### config.mk
export PLATFORM = sky130hd
export DESIGN_NAME = pwm_bright_seq
export DESIGN_NICKNAME = d
export VERILOG_FILES = /design/src/rtl/disp_pkg.sv /design/src/rtl/tick_gen.sv /design/src/rtl/pwm_bright_seq.sv
export SDC_FILE = /design/constraint.sdc
export NUM_CORES = 1
export LEC_CHECK = 0
export BUFFER_PORTS_ARGS = -buffer_cell sky130_fd_sc_hd__buf_2
export CORE_ASPECT_RATIO = 1.4
export CORE_MARGIN = 2
export CORE_UTILIZATION = 60
export CTS_CLUSTER_SIZE = 14
export DETAILED_ROUTE_END_ITERATION = 8
export PLACE_DENSITY = 0.87
export SLEW_MARGIN = 0
export SYNTH_ARGS = -nofsm -noshare
export SYNTH_HDL_FRONTEND = slang
export SYNTH_SLANG_ARGS = --single-unit
### constraint.sdc
create_clock -name CLOCK_50 -period 7 [get_ports CLOCK_50]
set_input_delay 0.35 -clock CLOCK_50 [delete_from_list [all_inputs] [get_ports CLOCK_50]]
set_output_delay 0.35 -clock CLOCK_50 [all_outputs]
set_load 0.05 [all_outputs]
### src/rtl/disp_pkg.sv
// Shared display definitions: duty width, brightness op codes, sequencer states.
// Also hosts the one-step fade helper used by the brightness sequencer.
package disp_pkg;

  localparam int DUTY_W = 6;

  typedef enum logic [1:0] {
    OP_SET   = 2'b00,
    OP_FADE  = 2'b01,
    OP_BLINK = 2'b10,
    OP_OFF   = 2'b11
  } op_e;

  typedef enum logic [1:0] {
    ST_IDLE  = 2'b00,
    ST_FADE  = 2'b01,
    ST_BLINK = 2'b10
  } state_e;

  // Caller guarantees cur != tgt, so the result never wraps.
  function automatic logic [DUTY_W-1:0] step_toward(input logic [DUTY_W-1:0] cur,
                                                    input logic [DUTY_W-1:0] tgt);
    return (cur < tgt) ? cur + 1'b1 : cur - 1'b1;
  endfunction

endpackage

### src/rtl/tick_gen.sv
// Free-running prescaler: one-cycle tick every DIV clocks, synchronous clear restarts the count.
// Tick is high while the count sits at DIV-1.
module tick_gen #(
  parameter int DIV = 50000
) (
  input  logic CLOCK_50,
  input  logic rst_n,
  input  logic clr,
  output logic tick
);

  localparam int CW = (DIV > 1) ? $clog2(DIV) : 1;

  logic [CW-1:0] cnt_q, cnt_d;

  assign tick = (cnt_q == CW'(DIV - 1));

  always_comb begin
    cnt_d = cnt_q + 1'b1;
    if (clr || tick) cnt_d = '0;
  end

  always_ff @(posedge CLOCK_50) begin
    if (!rst_n) cnt_q <= '0;
    else        cnt_q <= cnt_d;
  end

endmodule

### src/rtl/pwm_bright_seq.sv
// Brightness sequencer for the display PWM: set / linear fade / blink / off over valid-ready.
// Duty and enable change only on prescaled ticks (or one cycle after an accepted command).
module pwm_bright_seq
  import disp_pkg::*;
#(
  parameter int TICK_DIV        = 50000,
  parameter int FADE_STEP_TICKS = 4,
  parameter int BLINK_TICKS     = 500
) (
  input  logic        CLOCK_50,
  input  logic        rst_n,
  input  logic        cmd_valid,
  output logic        cmd_ready,
  input  logic [1:0]  cmd_op,
  input  logic [5:0]  cmd_level,
  output logic [5:0]  duty,
  output logic        en,
  output logic        busy,
  output logic        fade_done
);

  localparam int SW = (FADE_STEP_TICKS > 1) ? $clog2(FADE_STEP_TICKS) : 1;
  localparam int BW = (BLINK_TICKS > 1) ? $clog2(BLINK_TICKS) : 1;

  state_e              state_q, state_d;
  logic [DUTY_W-1:0]   duty_q, duty_d;
  logic [DUTY_W-1:0]   target_q, target_d;
  logic                en_q, en_d;
  logic                busy_q, busy_d;
  logic                done_q, done_d;
  logic                phase_q, phase_d;
  logic [SW-1:0]       step_q, step_d;
  logic [BW-1:0]       blink_q, blink_d;
  logic [DUTY_W-1:0]   next_duty;
  logic                accept;
  logic                tick;

  assign cmd_ready = (state_q != ST_FADE);
  assign accept    = cmd_valid && cmd_ready;

  // An accepted command restarts the prescaler, so a coincident tick is dropped.
  tick_gen #(.DIV(TICK_DIV)) u_tick (
    .CLOCK_50 (CLOCK_50),
    .rst_n    (rst_n),
    .clr      (accept),
    .tick     (tick)
  );

  always_comb begin
    state_d   = state_q;
    duty_d    = duty_q;
    target_d  = target_q;
    en_d      = en_q;
    busy_d    = busy_q;
    done_d    = 1'b0;
    phase_d   = phase_q;
    step_d    = step_q;
    blink_d   = blink_q;
    next_duty = step_toward(duty_q, target_q);

    if (accept) begin
      step_d  = '0;
      blink_d = '0;
      busy_d  = 1'b0;
      state_d = ST_IDLE;
      case (op_e'(cmd_op))
        OP_SET: begin
          duty_d = cmd_level;
          en_d   = (cmd_level != '0);
        end
        OP_FADE: begin
          target_d = cmd_level;
          if (cmd_level == duty_q) begin
            done_d = 1'b1;
          end else begin
            state_d = ST_FADE;
            busy_d  = 1'b1;
          end
        end
        OP_BLINK: begin
          duty_d  = cmd_level;
          en_d    = (cmd_level != '0);
          phase_d = 1'b1;
          state_d = ST_BLINK;
        end
        default: en_d = 1'b0;
      endcase
    end else if (tick) begin
      case (state_q)
        ST_FADE: begin
          if (step_q == SW'(FADE_STEP_TICKS - 1)) begin
            step_d = '0;
            duty_d = next_duty;
            en_d   = (next_duty != '0);
            if (next_duty == target_q) begin
              done_d  = 1'b1;
              busy_d  = 1'b0;
              state_d = ST_IDLE;
            end
          end else begin
            step_d = step_q + 1'b1;
          end
        end
        ST_BLINK: begin
          if (blink_q == BW'(BLINK_TICKS - 1)) begin
            blink_d = '0;
            phase_d = ~phase_q;
            en_d    = ~phase_q && (duty_q != '0);
          end else begin
            blink_d = blink_q + 1'b1;
          end
        end
        default: ;
      endcase
    end
  end

  always_ff @(posedge CLOCK_50) begin
    if (!rst_n) begin
      state_q  <= ST_IDLE;
      duty_q   <= '0;
      target_q <= '0;
      en_q     <= 1'b0;
      busy_q   <= 1'b0;
      done_q   <= 1'b0;
      phase_q  <= 1'b0;
      step_q   <= '0;
      blink_q  <= '0;
    end else begin
      state_q  <= state_d;
      duty_q   <= duty_d;
      target_q <= target_d;
      en_q     <= en_d;
      busy_q   <= busy_d;
      done_q   <= done_d;
      phase_q  <= phase_d;
      step_q   <= step_d;
      blink_q  <= blink_d;
    end
  end

  assign duty      = duty_q;
  assign en        = en_q;
  assign busy      = busy_q;
  assign fade_done = done_q;

endmodule

==> run metrics, run 1 <==
row cnt 27; DRT antenna net count 0; clock latency on the worst-skew pair around 290 ps; # setup viols final 0; Leakage Power around 0.0011 uW; Worst setup EP type flop; crit path kind flop to flop; status complete, no violations; Syn Area/Cell 8.34 um2; final core occ between 60% and 70%; Cell Area, Synth ~2500 um2; I/O Pins 21; CP top delay family simple AND/OR/NAND/NOR gates; area delta synth->final 8.43%; total die area 4700 um2; count of different cell masters after synthesis 47; Reg clk slew, reported paths 80 ps; Seq/Total Area, Yosys a little over a third; Arr. time, crit path ~3700 ps; Num Clock Sinks 45; Iter 0 DRT Violations slightly below 100; TNS Setup 0 ps; number of port buffers 20; WP data required 7190 ps; slowest CP cell or4_4; Pins Over Slew Limit 0; CP Buf/Inv Count 0; fillcell total between 300 and 400; class of the worst hold path input pin to flop; transition time of the tightest slew-check pin roughly 960 ps; Layout Nets around 350; initial antenna violation count 0; vias in the first global route approximately 2100; Synth Instances 299; ys async rst share 0%; first-pass GRT wire length between 9 and 10 mm; post_cts resized 0; CP peak stage delay 560 ps; peak supply drop about 170 uV; DR vias around 2200; largest net degree at the start of global routing 15; max_slew headroom between 30% and 40%; cts bufs inserted 5; drt first pass iters 4; Yosys warning total 0; Pwr Total 583 uW; wire length after detailed routing between 5 and 6 mm; die span in x a little under 60 um; clk_skew 4.03 ps; crit-path cells ha_1 -> and4_1 -> o21ai_1 -> o211ai_2 -> ha_1 -> a21oi_1 -> nand2_1 -> a211oi_1 -> nor2_1 -> xnor3_1 -> or4_4 -> a31o_1; Max-Cap Viols 0; CTS max path bufs 2; htree depth 2; Seq cells post-synth 45; Post-synth EDFFs 0; minimum clock period 3460 ps; Post-CTS Setup Bufs 0; RSZ-0062 raised after global routing no; chip height roughly 80 um; Tcrit/Tclk final 49.5%; crit-path most repeated cell ha_1; global route total overflow 0; DP HPWL between 4 and 5 mm; CTS tree done; Primary FF master, synth dfxtp_1; WL/cell about 15 um; number of vias per cell 5.98; Worst Path Max Fanout 6; diode count 0; Routability Congestion just under 1; Total Routing Usage GR between 20% and 30%; Power Density 215 nW/um2; Core Footprint roughly 4000 um2; cts hold-fix bufs 0; hold slack approximately 350 ps; fmax around 0.29 GHz; Root Buffer clkbuf_8; layout cells sized above 1 11.3%; Initial Utilization 63.1%; drt drc 0; CP Launch Type flop; final hold vios 0; Syn Nets between 300 and 400
## worst register-to-register path, cell delays in order (launching register included)
cell	delay, ps
dfxtp_1	470
ha_1	300
and4_1	200
o21ai_1	90
o211ai_2	170
ha_1	370
a21oi_1	160
nand2_1	90
a211oi_1	240
nor2_1	110
xnor3_1	370
or4_4	560
a31o_1	230
## power breakdown
group          leakage [uW]  switching, uW  internal, uW
Combinational      0.000664           96.7          59.1
Clock             0.0000385           84.9          70.7
Sequential         0.000365           8.92           262
Total               0.00107            190           392
## path summary, 6_finish.rpt
kind | startpoint | endpoint | slack (ps) | cells past startpoint
max | duty[4]$_SDFFE_PN0P_ | state_q[0]$_SDFFE_PN0P_ | 3540 | 12
min | cmd_level[1] | target_q[1]$_SDFFE_PN0P_ | 350 | 3
max reg2reg | duty[4]$_SDFFE_PN0P_ | state_q[0]$_SDFFE_PN0P_ | 3540 | 12
min reg2reg | u_tick.cnt_q[0]$_SDFF_PP0_ | u_tick.cnt_q[0]$_SDFF_PP0_ | 470 | 1
## registers in the layout, summed over array words and instances, names as in the netlist
register and count:
u_tick.cnt_q 16, blink_q 9, duty 6, target_q 6, state_q 2, step_q 2, busy 1, en 1
fade_done 1, phase_q 1
## metrics by stage
stage / cells / area, um2 / setup slack, ps
final: 363 / 2700 / 3540
after global routing: 363 / 2700 / 3350
after CTS: 363 / 2700 / 3550
after detailed placement: 355 / 2620 / 3560
after global placement: 355 / 2620 / 3590
after floorplan: 299 / 2490 / 3450
## final cells by class
| class | instances | area (um2) | area share [%] |
|---|---|---|---|
| clock inverters | 1 | 7.51 | 0.278 |
| repair buffers | 20 | 100 | 3.70 |
| clock buffers | 7 | 76.3 | 2.82 |
| multi-input cells | 232 | 1510 | 55.8 |
| flip-flops and latches | 45 | 901 | 33.3 |
| well taps | 43 | 53.8 | 1.99 |
| inverters | 15 | 56.3 | 2.08 |
## layer usage
metal	global-route usage, %	share of wire, %	vias to the layer above
li1	-	-	1084
met3	4.35	3.2	24
met1	26.2	40	1004
met5	0	0	-
met4	13.0	4.9	0
met2	48.8	52	60
## Yosys cell counts (2+ instances only)
master	count	share of area, %
nand2b_1	2	0.50
mux2i_1	6	2.4
inv_1	15	2.3
nand3_1	12	2.4
and4_1	3	1.1
xor2_1	13	4.6
o21ai_0	12	2.4
nor2_1	32	4.8
nand4_1	8	2.0
and3_2	2	0.60
ha_1	14	7.0
nor2b_1	6	1.5
a31o_1	2	0.70
o211a_1	2	0.80
or3_1	7	1.8
and3_1	2	0.50
xnor2_1	18	6.3
or2_2	3	0.75
a31oi_1	2	0.50
clkbuf_1	6	0.90
and2_1	2	0.50
nand2_1	32	4.8
nor3_1	8	1.6
nor4_1	3	0.75
dfxtp_1	45	36
a21oi_1	20	4.0
or4_1	2	0.60
## cells by family (layout without fill, tap and decap cells)
group                      after synthesis  in the layout  share of synthesized area [%]
AOI/OAI and AO/OA                       50             50                           12.4
xor gates and xnor gates                32             32                           11.8
adders and majority gates               15             15                           7.83
buffers and inverters                   22             43                           3.36
DFF                                     45             45                           36.1
muxes                                    6              6                           2.41
and+or+nand+nor                        129            129                           26.1
## cell usage in the layout, fill, tap and decap left out, types with 3 or more instances in the layout
| cell type | count |
|---|---|
| nand2_1 | 32 |
| nand4_1 | 8 |
| inv_1 | 15 |
| xor2_1 | 13 |
| mux2i_1 | 6 |
| and4_1 | 3 |
| or3_1 | 7 |
| o21ai_0 | 12 |
| nor4_1 | 3 |
| a21oi_1 | 20 |
| buf_2 | 20 |
| nand3_1 | 12 |
| nor2b_1 | 6 |
| xnor2_1 | 18 |
| ha_1 | 14 |
| nor3_1 | 8 |
| or2_2 | 3 |
| nor2_1 | 32 |
| dfxtp_1 | 45 |
| clkbuf_8 | 5 |
Note: power is estimated with default switching activity, not from simulation.
==> run 2: changes to the inputs <==
CORE_UTILIZATION = 53   (was 60)
PLACE_DENSITY = 0.82   (was 0.87)
clock period = 2.9 ns   (was 7 ns; I/O delays follow)
==> run metrics, run 2 (synthesis gave the netlist of run 1 again) <==
commonest non-fill, non-tap cell in the layout dfxtp_1; WL/cell 15.1 um (-2.3%); DRT antenna net count 0 (unchanged); clock latency on the worst-skew pair 300 ps (about the same); Pins Over Slew Limit 0 (unchanged); Power Density 539 nW/um2 (+150%); total die area 5280 um2 (+12%); Total Routing Usage GR 24.8% (-0.98 points); layout cells sized above 1 27.6% (+16 points); minimum clock period 2930 ps (-536 ps); crit path kind flop to flop; CP top delay family compound AO/OA/AOI/OAI gates; global route total overflow 0 (unchanged); DP HPWL 4.40 mm (+3.1%); fillcell total 362 (+2.5%); # setup viols final 2 (+2); CP Buf/Inv Count 2 (+2); peak supply drop 328 uV (+92%); RSZ-0062 raised after global routing yes; Leakage Power 0.00122 uW (+15%); largest registers u_tick.cnt_q (16), blink_q (9); violated checks setup timing; max_slew headroom 67.9% (+32 points); number of vias per cell 5.69 (-4.9%); first-pass GRT wire length 10.1 mm (+8.1%); max reg flops 16 (unchanged); Routability Congestion 0.822 (-17%); Reg clk slew, reported paths 90 ps (about the same); drt drc 0 (unchanged); Iter 0 DRT Violations 93 (-5.1%); die span in x 62.0 um (+6.0%); htree depth 2 (unchanged); row cnt 29 (+7.4%); leading cell types in the layout, fill and taps excluded 34 x dfxtp_1, 31 x nand2_1, 31 x nor2_1, 20 x buf_2, 20 x buf_4; wire length after detailed routing 6.10 mm (+8.4%); slowest CP cell or4_4; crit-path cells inv_1 -> ha_1 -> nor2b_4 -> o21ai_2 -> o211ai_4 -> buf_6 -> ha_4 -> a21oi_2 -> nand2_2 -> a211oi_2 -> nor2_2 -> xnor3_1 -> or4_4 -> a31o_1; vias in the first global route 2275 (+7.7%); Layout Nets 366 (+6.1%); fmax 0.342 GHz (+18%); final hold vios 0 (unchanged); Worst Path Max Fanout 4 (-2); Root Buffer clkbuf_8; Biggest register u_tick.cnt_q; Max-Cap Viols 0 (unchanged); I/O Pins 21 (unchanged); class of the worst hold path input pin to flop; DR vias 2292 (+5.5%); final worst slack -26.5 ps (-3560 ps); cts hold-fix bufs 0 (unchanged); Num Clock Sinks 45 (unchanged); CP Launch Type flop; initial antenna violation count 0 (unchanged); placed cell count 393 (+11%); WP data required 3100 ps (-4090 ps); Worst setup EP type flop; largest net degree at the start of global routing 15 (unchanged); diode count 0 (unchanged); Initial Utilization 55.0% (-8.1 points); Pwr Total 1670 uW (+190%); Non-Filler Instances 403 (+11%); Tcrit/Tclk final 101% (+51 points); transition time of the tightest slew-check pin 481 ps (-479 ps); CTS tree done; CP peak stage delay 550 ps (about the same); number of port buffers 20 (unchanged); clk_skew 5.37 ps (+1.34 ps); chip height 85.2 um (+6.1%); status finished, violations left; Arr. time, crit path 3120 ps (-530 ps); area delta synth->final 24.2%; Core Footprint 4540 um2 (+15%); drt first pass iters 4 (unchanged); cts bufs inserted 5 (unchanged); CTS max path bufs 2 (unchanged)
run 2: changes by cell type in the layout (fill, tap and decap cells not counted), sizes merged:
cell / before / now
clkbuf: 7 / 8
buf: 20 / 41
clkinvlp: 1 / 0
run 2: tightest hold or removal path, cell delays in order:
cell and delay (ps):
buf_2 130, nand2_1 60, a31oi_1 70
run 2: final timing paths:
check	from	end	slack, ps	cells after the start
setup / recovery	target_q[1]$_SDFFE_PN0P_	state_q[0]$_SDFFE_PN0P_	-30	14
hold / removal	cmd_level[5]	duty[5]$_SDFFE_PN0P_	140	3
setup reg to reg	target_q[1]$_SDFFE_PN0P_	state_q[0]$_SDFFE_PN0P_	-30	14
hold reg to reg	step_q[1]$_SDFFE_PP0P_	step_q[1]$_SDFFE_PP0P_	460	2
run 2: per-stage QoR:
step	hold WS, ps	utilization, %	instance area (um2)	TNS [ps]	setup slack, ps
final	139	68.3	3100	-51.7	-26.5
after global routing	160	68.3	3100	-394	-137
after CTS	141	67.6	3060	-338	-115
after detailed placement	450	63.8	2890	-553	-195
after global placement	437	63.8	2890	-232	-99.8
after floorplan	289	-	2600	0	0.452
run 2: layout make-up:
class,count,area (um2),area share [%]
Clock buffer,8,111,3.60
Inverter,15,56.3,1.82
Multi-Input combinational cell,232,1660,53.6
Sequential cell,45,930,30.0
Tap cell,62,77.6,2.51
Timing Repair Buffer,41,262,8.44
run 2: metal layers:
| metal | global-route usage [%] | up-vias | routed length (um) |
|---|---|---|---|
| li1 | - | 1123 | - |
| met1 | 28.9 | 1085 | 2480 |
| met2 | 42.0 | 61 | 3200 |
| met3 | 4.73 | 23 | 184 |
| met4 | 11.4 | 0 | 230 |
| met5 | 0 | - | 0 |
run 2: repair_timing:
item | in CTS | in global routing
setup buffers | 2 | 0
setup endpoints to repair | 4 | 5
pin swaps | 10 | 11
gates resized for setup | 14 | 7
run 2: power breakdown:
| part | internal (uW) | switching (uW) | total, uW |
|---|---|---|---|
| combinational | 259 | 304 | 563 |
| clock | 246 | 213 | 460 |
| sequential | 633 | 14.0 | 647 |
| total | 1140 | 531 | 1670 |
==> run 3: changes to the inputs <==
BUFFER_PORTS_ARGS = not set   (was -buffer_cell sky130_fd_sc_hd__buf_2)
CORE_UTILIZATION = 57   (was 53)
DONT_BUFFER_PORTS = 1   (was not set)
==> run metrics, run 3 (synthesis gave the netlist of run 1 again) <==
Routability Congestion 0.917 (+12%); sequential standard cell area 930 um2 (unchanged); Total Routing Usage GR 29.3% (+4.5 points); DRT antenna net count 0 (unchanged); htree depth 2 (unchanged); die span in x 59.9 um (-3.3%); Leakage Power 0.00120 uW (-2.1%); fmax 0.332 GHz (-2.7%); WL/cell 18.1 um (+19%); final hold vios 0 (unchanged); I/O Pins 21 (unchanged); commonest non-fill, non-tap cell in the layout dfxtp_1; largest net degree at the start of global routing 15 (unchanged); Root Buffer clkbuf_8; status finished, violations left; multi-input logic area 1670 um2 (+0.83%); Sequential Power Share 38.2% (-0.6 points); drt first pass iters 4 (unchanged); WP data required 3100 ps (about the same); clock latency on the worst-skew pair 310 ps (about the same); class of the worst hold path input pin to flop; violated checks setup timing; Power Density 551 nW/um2 (+2.2%); CP Launch Type flop; wire length after detailed routing 6.86 mm (+13%); drt drc 0 (unchanged); Worst setup EP type flop; fillcell total 307 (-15%); max reg flops 16 (unchanged); area delta synth->final 25.0%; total die area 4930 um2 (-6.6%); Clock power frac 28.9% (+1.4 points); Biggest register u_tick.cnt_q; row cnt 28 (-3.4%); CTS max path bufs 2 (unchanged); clk_skew 14.3 ps (+8.89 ps); transition time of the tightest slew-check pin 894 ps (+413 ps); RSZ-0062 raised after global routing yes; peak supply drop 314 uV (-4.2%); final worst slack -108 ps (-81.6 ps); Arr. time, crit path 3210 ps (+90 ps); first-pass GRT wire length 10.8 mm (+7.3%); sw frac 30.7% (-1.1 points); Power Internal 1190 uW (+4.5%); Sw Pwr 528 uW (-0.59%); Iter 0 DRT Violations 128 (+38%); Core Footprint 4200 um2 (-7.3%); largest registers u_tick.cnt_q (16), blink_q (9); Reg clk slew, reported paths 80 ps (about the same); initial antenna violation count 0 (unchanged); TNS Setup -237 ps (-185 ps); Tcrit/Tclk final 104% (+2.8 points); Max-Cap Viols 0 (unchanged); area post-placement 2790 um2 (-3.4%); number of vias per cell 6.18 (+8.7%); global route total overflow 0 (unchanged); Pwr Total 1720 uW (+2.9%); layout cells sized above 1 24.8% (-2.8 points); DR vias 2350 (+2.5%); hold slack 41.1 ps (-97.7 ps); final instance area 3120 um2 (+0.65%); DP HPWL 4.53 mm (+3.0%); number of port buffers 0 (-100%); vias in the first global route 2379 (+4.6%); # setup viols final 3 (+1); max_slew headroom 39.9% (-28 points); Initial Utilization 59.3% (+4.3 points); CTS tree done; minimum clock period 3010 ps (+81.6 ps); Layout Nets 360 (-1.6%); Num Clock Sinks 45 (unchanged); crit path kind flop to flop; Comb pwr share 32.9% (-0.8 points); diode count 0 (unchanged); chip height 82.3 um (-3.4%); Worst Path Max Fanout 4 (unchanged); Pins Over Slew Limit 0 (unchanged); cts bufs inserted 5 (unchanged); leading cell types in the layout, fill and taps excluded 34 x dfxtp_1, 32 x nand2_1, 31 x nor2_1, 27 x buf_4, 17 x xnor2_1
## run 3: repair_timing
item                                    in CTS  in global routing
pin swaps                                    7                 18
endpoints found under the setup margin       3                  4
buffers inserted                             4                  2
gates resized for setup                     12                 11
endpoints found under the hold margin       11                  1
hold buffers                                 6                  1
## run 3: through the flow
step / instances / util (%) / setup slack (ps)
floorplan: 299 / - / 0.452
global placement: 359 / 66.5 / -199
detailed placement: 359 / 66.5 / -209
CTS: 377 / 72.2 / -152
global route: 380 / 74.1 / -195
finish: 380 / 74.1 / -108
## run 3: cell type report
cell class / instances / area share (%)
multi-input combinational: 232 / 53.7
sequential: 45 / 29.8
timing repair buffer: 35 / 9.11
clock buffer: 7 / 2.77
inverter: 15 / 1.81
tap: 45 / 1.81
clock inverter: 1 / 0.963
## run 3: routing by layer
metal	vias to the layer above	track usage, %	part of all wire, %	wire (um)
li1	1116	-	-	-
met3	38	7.79	5.7	388
met4	0	18.7	6.1	419
met1	1104	28.5	35	2430
met5	-	0	0	0
met2	92	53.2	53	3630
## run 3: worst max-delay path: stages, from the launching register on
cell      delay [ps]
dfxtp_2          350
inv_1             70
ha_4             260
and4_1           200
o21ai_2           80
o211ai_4          90
buf_6            160
ha_4             220
a21oi_2          120
nand2_1           90
a211oi_2         260
nor2_2            80
xnor3_1          170
or4_4            540
a31o_1           230
## run 3: worst paths after layout
kind | slack (ps) | start | end | cells after the start
worst max register to register | -110 | target_q[2]$_SDFFE_PN0P_ | busy$_SDFFE_PN0P_ | 14
worst min register to register | 470 | u_tick.cnt_q[0]$_SDFF_PP0_ | u_tick.cnt_q[0]$_SDFF_PP0_ | 1
worst max-delay path | -110 | target_q[2]$_SDFFE_PN0P_ | busy$_SDFFE_PN0P_ | 14
worst min-delay path | 40 | cmd_op[0] | state_q[1]$_SDFFE_PN0P_ | 3
## run 3: power by group through the flow
stage          registers, uW  logic [uW]  clock network, uW
3_5_place_dp             670         462                  0
2_1_floorplan            698         280                  0
5_1_grt                  659         600                527
6_report                 657         565                496
3_3_place_gp             669         453                  0
4_1_cts                  656         507                507
